[src/rtl/disp_pkg.sv]
// disp_pkg: shared constants and conversion FSM state type for the display scanner
package disp_pkg;
  localparam logic [3:0] BLANK_CODE = 4'hF;
  localparam int NUM_DIGITS = 4;
  localparam logic [13:0] MAX_MV = 14'd9999;
  localparam int CONV_CYCLES = 14;
  typedef enum logic [1:0] {IDLE, SHIFT, COMMIT} conv_state_t;
endpackage

[src/rtl/bin2bcd_seq.sv]
// bin2bcd_seq: sequential double-dabble converter, one bit per cycle
// ports: clk, reset (async high), start (capture bin_in), bin_in[13:0],
//        done (high during the final shift), bcd_out[15:0] (valid the cycle after done)
module bin2bcd_seq import disp_pkg::*; (
  input  logic        clk,
  input  logic        reset,
  input  logic        start,
  input  logic [13:0] bin_in,
  output logic        done,
  output logic [15:0] bcd_out
);
  logic [13:0] bin;
  logic [15:0] adj;
  logic [3:0]  cnt;
  logic        active;
  always_comb begin
    adj = bcd_out;
    for (int i = 0; i < NUM_DIGITS; i++)
      adj[i*4+:4] = bcd_out[i*4+:4] >= 4'd5 ? bcd_out[i*4+:4] + 4'd3 : bcd_out[i*4+:4];
  end
  // done flags the last iteration so the owner can leave SHIFT on the same edge
  assign done = active && cnt == 4'(CONV_CYCLES - 1);
  always_ff @(posedge clk or posedge reset)
    if (reset) begin
      bin     <= '0;
      bcd_out <= '0;
      cnt     <= '0;
      active  <= 1'b0;
    end else if (start) begin
      bin     <= bin_in;
      bcd_out <= '0;
      cnt     <= '0;
      active  <= 1'b1;
    end else if (active) begin
      {bcd_out, bin} <= {adj, bin} << 1;
      cnt            <= cnt + 4'd1;
      active         <= !done;
    end
endmodule

[src/rtl/display_scanner.sv]
// display_scanner: mV reading to BCD, latched and time-multiplexed onto a 4-digit display
// ports: clk, reset (async high), value_mv[13:0] + load (start strobe), busy,
//        digit_data[3:0] (4'hF = blank), anode[3:0] (active-low one-hot), dp (active-low)
module display_scanner import disp_pkg::*; #(
  parameter int REFRESH_DIV   = 4096,
  parameter int DP_POS        = 3,
  parameter int BLANK_LEADING = 1
) (
  input  logic        clk,
  input  logic        reset,
  input  logic [13:0] value_mv,
  input  logic        load,
  output logic        busy,
  output logic [3:0]  digit_data,
  output logic [3:0]  anode,
  output logic        dp
);
  localparam int CW = $clog2(REFRESH_DIV);
  conv_state_t   state;
  logic          over, start, done, lead, term;
  logic [15:0]   bcd, shown, disp;
  logic [CW-1:0] rcnt;
  logic [1:0]    idx, idx_n;
  assign start = state == IDLE && load;
  bin2bcd_seq u_conv (
    .clk     (clk),
    .reset   (reset),
    .start   (start),
    .bin_in  (value_mv),
    .done    (done),
    .bcd_out (bcd)
  );
  // lead stays set only while every digit from the top down is zero and left of the point
  always_comb begin
    shown = bcd;
    lead  = 1'b1;
    for (int i = NUM_DIGITS - 1; i >= 0; i--) begin
      lead = lead && bcd[i*4+:4] == 4'd0 && i > DP_POS;
      if (BLANK_LEADING != 0 && lead) shown[i*4+:4] = BLANK_CODE;
    end
  end
  always_ff @(posedge clk or posedge reset)
    if (reset) begin
      state <= IDLE;
      busy  <= 1'b0;
      over  <= 1'b0;
      disp  <= {NUM_DIGITS{BLANK_CODE}};
    end else begin
      case (state)
        IDLE: if (load) begin
          state <= SHIFT;
          busy  <= 1'b1;
          over  <= value_mv > MAX_MV;
        end
        SHIFT: if (done) state <= COMMIT;
        COMMIT: begin
          disp  <= over ? {NUM_DIGITS{BLANK_CODE}} : shown;
          busy  <= 1'b0;
          state <= IDLE;
        end
        default: state <= IDLE;
      endcase
    end
  assign term  = rcnt == CW'(REFRESH_DIV - 1);
  assign idx_n = term ? idx + 2'd1 : idx;
  // outputs are driven from the next index so all three switch on the same edge as idx
  always_ff @(posedge clk or posedge reset)
    if (reset) begin
      rcnt       <= '0;
      idx        <= '0;
      anode      <= 4'b1110;
      digit_data <= BLANK_CODE;
      dp         <= DP_POS != 0;
    end else begin
      rcnt       <= term ? '0 : rcnt + CW'(1);
      idx        <= idx_n;
      anode      <= ~(4'b1 << idx_n);
      digit_data <= disp[idx_n*4+:4];
      dp         <= idx_n != 2'(DP_POS);
    end
endmodule

[config.mk]
export PLATFORM = sky130hd
export DESIGN_NAME = display_scanner
export DESIGN_NICKNAME = d
export VERILOG_FILES = /design/src/rtl/disp_pkg.sv /design/src/rtl/bin2bcd_seq.sv /design/src/rtl/display_scanner.sv
export SDC_FILE = /design/constraint.sdc
export NUM_CORES = 1
export LEC_CHECK = 0
export ABC_AREA = 1
export BUFFER_PORTS_ARGS = -buffer_cell sky130_fd_sc_hd__buf_2
export CAP_MARGIN = 20
export CORE_ASPECT_RATIO = 0.75
export CORE_MARGIN = 5
export CORE_UTILIZATION = 55
export DETAILED_ROUTE_END_ITERATION = 10
export HOLD_SLACK_MARGIN = 0.1
export PLACE_DENSITY = 0.82
export SETUP_SLACK_MARGIN = 0.2
export SLEW_MARGIN = 20
export SYNTH_ARGS = -nofsm -noshare
export SYNTH_HDL_FRONTEND = slang
export SYNTH_SLANG_ARGS = --single-unit
[constraint.sdc]
create_clock -name clk -period 4.9 [get_ports clk]
set_input_delay 0.98 -clock clk [delete_from_list [all_inputs] [get_ports clk]]
set_output_delay 0.98 -clock clk [all_outputs]
set_load 0.1 [all_outputs]
# Word level (Yosys, flattened, before mapping)
# Cells that the tools add are included.
[op_classes] bitwise_logic=1 eq_ne=7 n_shift=2 order_cmp=5 add_sub_neg=7 n_mux=20 n_reduce_logical=9
[op_table] op="$mux W16" count=3
[op_table] op="$mux W14" count=2
[op_table] op="$mux W4" count=5
[op_table] op="$ge A4 B3 Y1 const B" count=4
[op_table] op="$shiftx A16 B5 Y4" count=1
[op_table] op="$gt A14 B14 Y1 const B" count=1
[op_table] op="$add A12 B1 Y12 const B" count=1
[op_table] op="$add A4 B2 Y4 const B" count=3
[op_table] op="$eq A12 B12 Y1 const B" count=1
[op_table] op="$mux W12" count=1
[op_table] op="$mux W2" count=3
[op_table] op="$reduce_and A2 Y1" count=3
[op_table] op="$add A4 B1 Y4 const B" count=1
[op_table] op="$eq A4 B4 Y1 const B" count=1
[op_table] op="$ne A2 B2 Y1 const B" count=2
[op_table] op="$not A4 Y4" count=1
[op_table] op="$pmux W2 S2" count=1
[op_table] op="$reduce_bool A2 Y1" count=2
[op_table] op="$shl A1 B2 Y4 const A" count=1
[op_table] op="$add A3 B2 Y3 const B" count=1
[op_table] op="$mux W1" count=3
[op_table] op="$mux W3" count=1
[op_table] op="$add A2 B1 Y2 const B" count=1
[op_table] op="$eq A2 B1 Y1 const B" count=1
[op_table] op="6 further kinds" count=7
[totals] word_cells=64 out_inout_bits=10 register_bits=78

# Depth between registers and ports, before layout
[logic_depth] depth_word=5 mapped_depth=9 depth_no_buf=9

# Hierarchy
# A second synthesis with hierarchy kept.
[hier_totals] cells_unflattened=445 area_unflattened_um2=3912.5
[by_module_without_submodules] module="display_scanner" n_inst=1 cells_each=217 area_each_um2=1974.4
[by_module_without_submodules] module="bin2bcd_seq" n_inst=1 cells_each=228 area_each_um2=1938.1

# Least setup slack after synthesis
# OpenSTA, ideal clock, no wires.
[synth_path] path_type="register -> output" start="register anode[3]" end="output anode[3]" arrival_ns=1.217 slack_ns=2.703 stages_incl_launch_ff=2 path_buffers=1 cell_sequence="dfstp_2 -> buf_4"
[synth_lines] item="start: declaration" line_no="display_scanner.sv:15" source="output logic [3:0] anode,"
[synth_lines] item="start signal: assignment" line_no="display_scanner.sv:77" source="anode <= ~(4'b1 << idx_n);"
# No word-level cell between the ends.

# Worst setup path in the final report
[layout_path] start="input load" end="register u_conv.bcd_out[12]"
[layout_between] elab_chain_cells=2 word_cells_on_any_way=3
[layout_rtl] item="start: declaration" line_no="display_scanner.sv:12" source="input logic load,"
[layout_rtl] item="$logic_and A1 B1 Y1 *" line_no="display_scanner.sv:24" source="assign start = state == IDLE && load;"
[layout_rtl] item="$mux W16 / $reduce_bool A2 Y1 (equally long branches)"
[layout_rtl] item="end signal: assignment" line_no="bin2bcd_seq.sv:35" source="{bcd_out, bin} <= {adj, bin} << 1;"
[layout_rtl] item="end: declaration" line_no="bin2bcd_seq.sv:10" source="output logic [15:0] bcd_out"
# Mark *: on every way between the ends. The rest lies on a longest branch, timed or not.
# A chain may end at the register's enable or synchronous reset.

==> key figures <==
STA
  – Final Cycle Share: 48.40%
  – Hold Fails Final Rpt: 0
  – Normalized max-slew margin: about a third
  – Final Setup Violations: 0
  – Worst Max-Slew Pin Slew: 0.9738 ns
  – Fmax achieved: 421.6 MHz
  – Max-slew violations: 0
  – Clk_skew: 0.01018 ns
  – Post-route setup TNS: 0 ns
  – Minimum clock period: 2.372 ns
  – RSZ-0062 raised after global routing: false

Clock network
  – CTS sink cnt: 77
  – CTS H-tree depth: 3
  – Clock Latency Late Sink: ~0.35 ns
  – CTS buffer count: 9
  – CTS root buffer: clkbuf_8
  – # resized after CTS: 0
  – TritonCTS clock tree: built
  – Setup Buffers After CTS: 0
  – Max clock buf depth: 2
  – Clock-pin slew on the worst setup and hold paths: 0.08 ns
  – Cts hold-fix bufs: 0

Floorplan
  – IO Pins: 27
  – Die Area: between 0.008 and 0.009 sq mm
  – Die X: 105.1 microns
  – Starting density of the core: around 56%
  – Chip height: 81.33 microns
  – Core area: between 0.006 and 0.007 sq mm
  – # rows: 26

Pwr
  – Clock power share: 20.7%
  – Net Switching: 892.3 uW
  – Sequential share of power: 44.8%
  – Pwr Density: 539.8 mW/mm^2
  – Power consumption: 2223 uW
  – Int Power: around 1300 uW
  – Sw Ratio: 40.13%
  – Part of the power in combinational logic: 34.5%
  – P_leak: 0.002018 uW
  – Maximum vdd drop: 0.2963 mV

Detailed routing
  – Final ANT Viol Nets: 0
  – Via density: roughly 5.3
  – Vias: about 2800
  – Drt total wl: 6836 microns
  – Drt first pass iters: 4
  – DRC Markers: 0
  – DR iter-0 viols: 181
  – Wirelength per Cell: roughly 13 microns

Place
  – Hpwl dp: 4786 microns
  – Final Wtd Congestion: 0.8371
  – Placed cells: 512
  – Port buffer count: 26

Logic synthesis
  – Seq cells post-synth: 77
  – Dominant cells by area after synthesis: dfrtp_1, dfstp_2, o21ai_0
  – Syn_area_per_cell: 9.056 sq um
  – Syn nets: 440
  – Mapped cell area: 0.003731 sq mm
  – Top FF cell, synth: dfrtp_1
  – Commonest cells post-synth: nand2_1, inv_1, o21ai_0
  – Top-count cell post-synth: nand2_1
  – Top cell type's share of synthesized area: 36.22%
  – Number of distinct library cells after synthesis: 32
  – Post-synth EDFFs: 0
  – FFs w/ async S/R, synth: 100.0%
  – Cells after synthesis: 412
  – Register area share after synthesis: a little over half
  – Post-synth top area cell: dfrtp_1
  – Yosys Warn Count: 0

Worst setup path
  – Critical path type: primary input to flip-flop
  – CP Data Required Time: 5.09 ns
  – Setup crit start kind: primary input
  – Worst-path fanout max: 18
  – R2R Setup Slk: 2.70 ns
  – Endpoint type of the worst setup path: flip-flop
  – CP arrival: 2.57 ns

Global routing
  – Initial antenna violation count: 0
  – Vias in the first global route: 2670
  – First-pass GRT wire length: 11940 microns
  – Largest net degree at the start of global routing: 46
  – GRT overflow: 0
  – GRT Total Usage: 17.34%

Status
  – Status: finished clean

Cells and area
  – Layout area overhead: 10.40%
  – Fill cells: 558
  – Final non-filler cell total: 528
  – Share of cells above drive strength 1: 20.95%
  – # diodes: 0
  – Final #Nets: 467

Min path
  – Min-delay worst type: flip-flop to flip-flop

Flow run
  – Max cap viols: 0
[flip-flops by register name, summed over array words and instances (netlist names), 2 cells and up]
name            count
state               2
digit_data          4
u_conv.bcd_out     16
disp               16
idx                 2
u_conv.bin         14
rcnt               12
u_conv.cnt          4
anode               4
[worst paths after layout]
kind                           from                  to  depth (start not counted)
min                        state[1]            state[1]                          1
max in group asynchronous     reset            disp[14]                          3
min in group asynchronous     reset             rcnt[6]                          2
max reg2reg                state[1]  u_conv.bcd_out[12]                          6
min reg2reg                state[1]            state[1]                          1
max                            load  u_conv.bcd_out[12]                          6
[layer usage]
layer / global-route usage, % / up-vias / routed length [microns]
met5: 0 / - / 0
met4: 5.236 / 0 / 83
met3: 5.639 / 9 / 339
met2: 28.33 / 58 / 3017
met1: 22.26 / 1321 / 3395
li1: - / 1415 / -
[cell families after synthesis]
family | after synthesis | synth area share [%]
flops | 77 | 52.41
simple gates | 141 | 19.35
xor+xnor | 9 | 2.113
fa+ha+maj | 11 | 3.689
compound gates | 96 | 14.29
buf+inv | 78 | 8.149
[worst max-delay path: stages]
cell,delay [ns]
buf_2,0.07
nand3_1,0.28
nand2_1,0.57
inv_1,0.39
nand4_1,0.18
o21ai_0,0.09
[power groups by stage]
stage	sequential (uW)	clock (uW)	combinational (uW)
floorplan	1080	0	515
global placement	994	0	727
detailed placement	1000	0	761
CTS	993	471	769
global route	1020	502	865
finish	996	460	767
[layout by cell type, fill, tap and decap left out, types with 2 or more instances in the layout]
master	n
nor2_8	3
dfrtp_1	54
nand2_4	3
nand2_2	5
nor2_1	15
o221ai_1	8
o22ai_1	3
xor2_1	8
clkinv_4	2
nand3_1	31
o211ai_1	4
nand2_1	65
or2_2	6
buf_4	2
clkbuf_8	9
o21ai_1	5
o21ai_0	58
nand4_1	7
a21oi_1	15
nor3_1	3
ha_1	11
clkinv_2	3
buf_2	26
inv_1	61
dfstp_2	23
inv_2	4
[through the flow]
stage / utilization (%) / setup slack (ns) / hold WS, ns / instance area, sq um
finish: 61.46 / 2.528 / 0.4400 / 4119
global route: 61.46 / 2.373 / 0.4548 / 4119
CTS: 61.46 / 2.567 / 0.4367 / 4119
detailed placement: 58.59 / 2.178 / 0.4247 / 3926
global placement: 58.59 / 2.252 / 0.4168 / 3926
floorplan: - / 1.991 / 0.4067 / 3731
[area by class of cell]
| class | instances | area, sq um | share of cell area [%] |
|---|---|---|---|
| clock inverters | 6 | 43.79 | 1.063 |
| multi-input cells | 257 | 1471 | 35.72 |
| inverters | 66 | 249.0 | 6.045 |
| clock buffers | 10 | 148.9 | 3.615 |
| well taps | 84 | 105.1 | 2.552 |
| repair buffers | 28 | 145.1 | 3.524 |
| flip-flops and latches | 77 | 1956 | 47.48 |
Note: power is estimated with default switching activity, not from simulation.
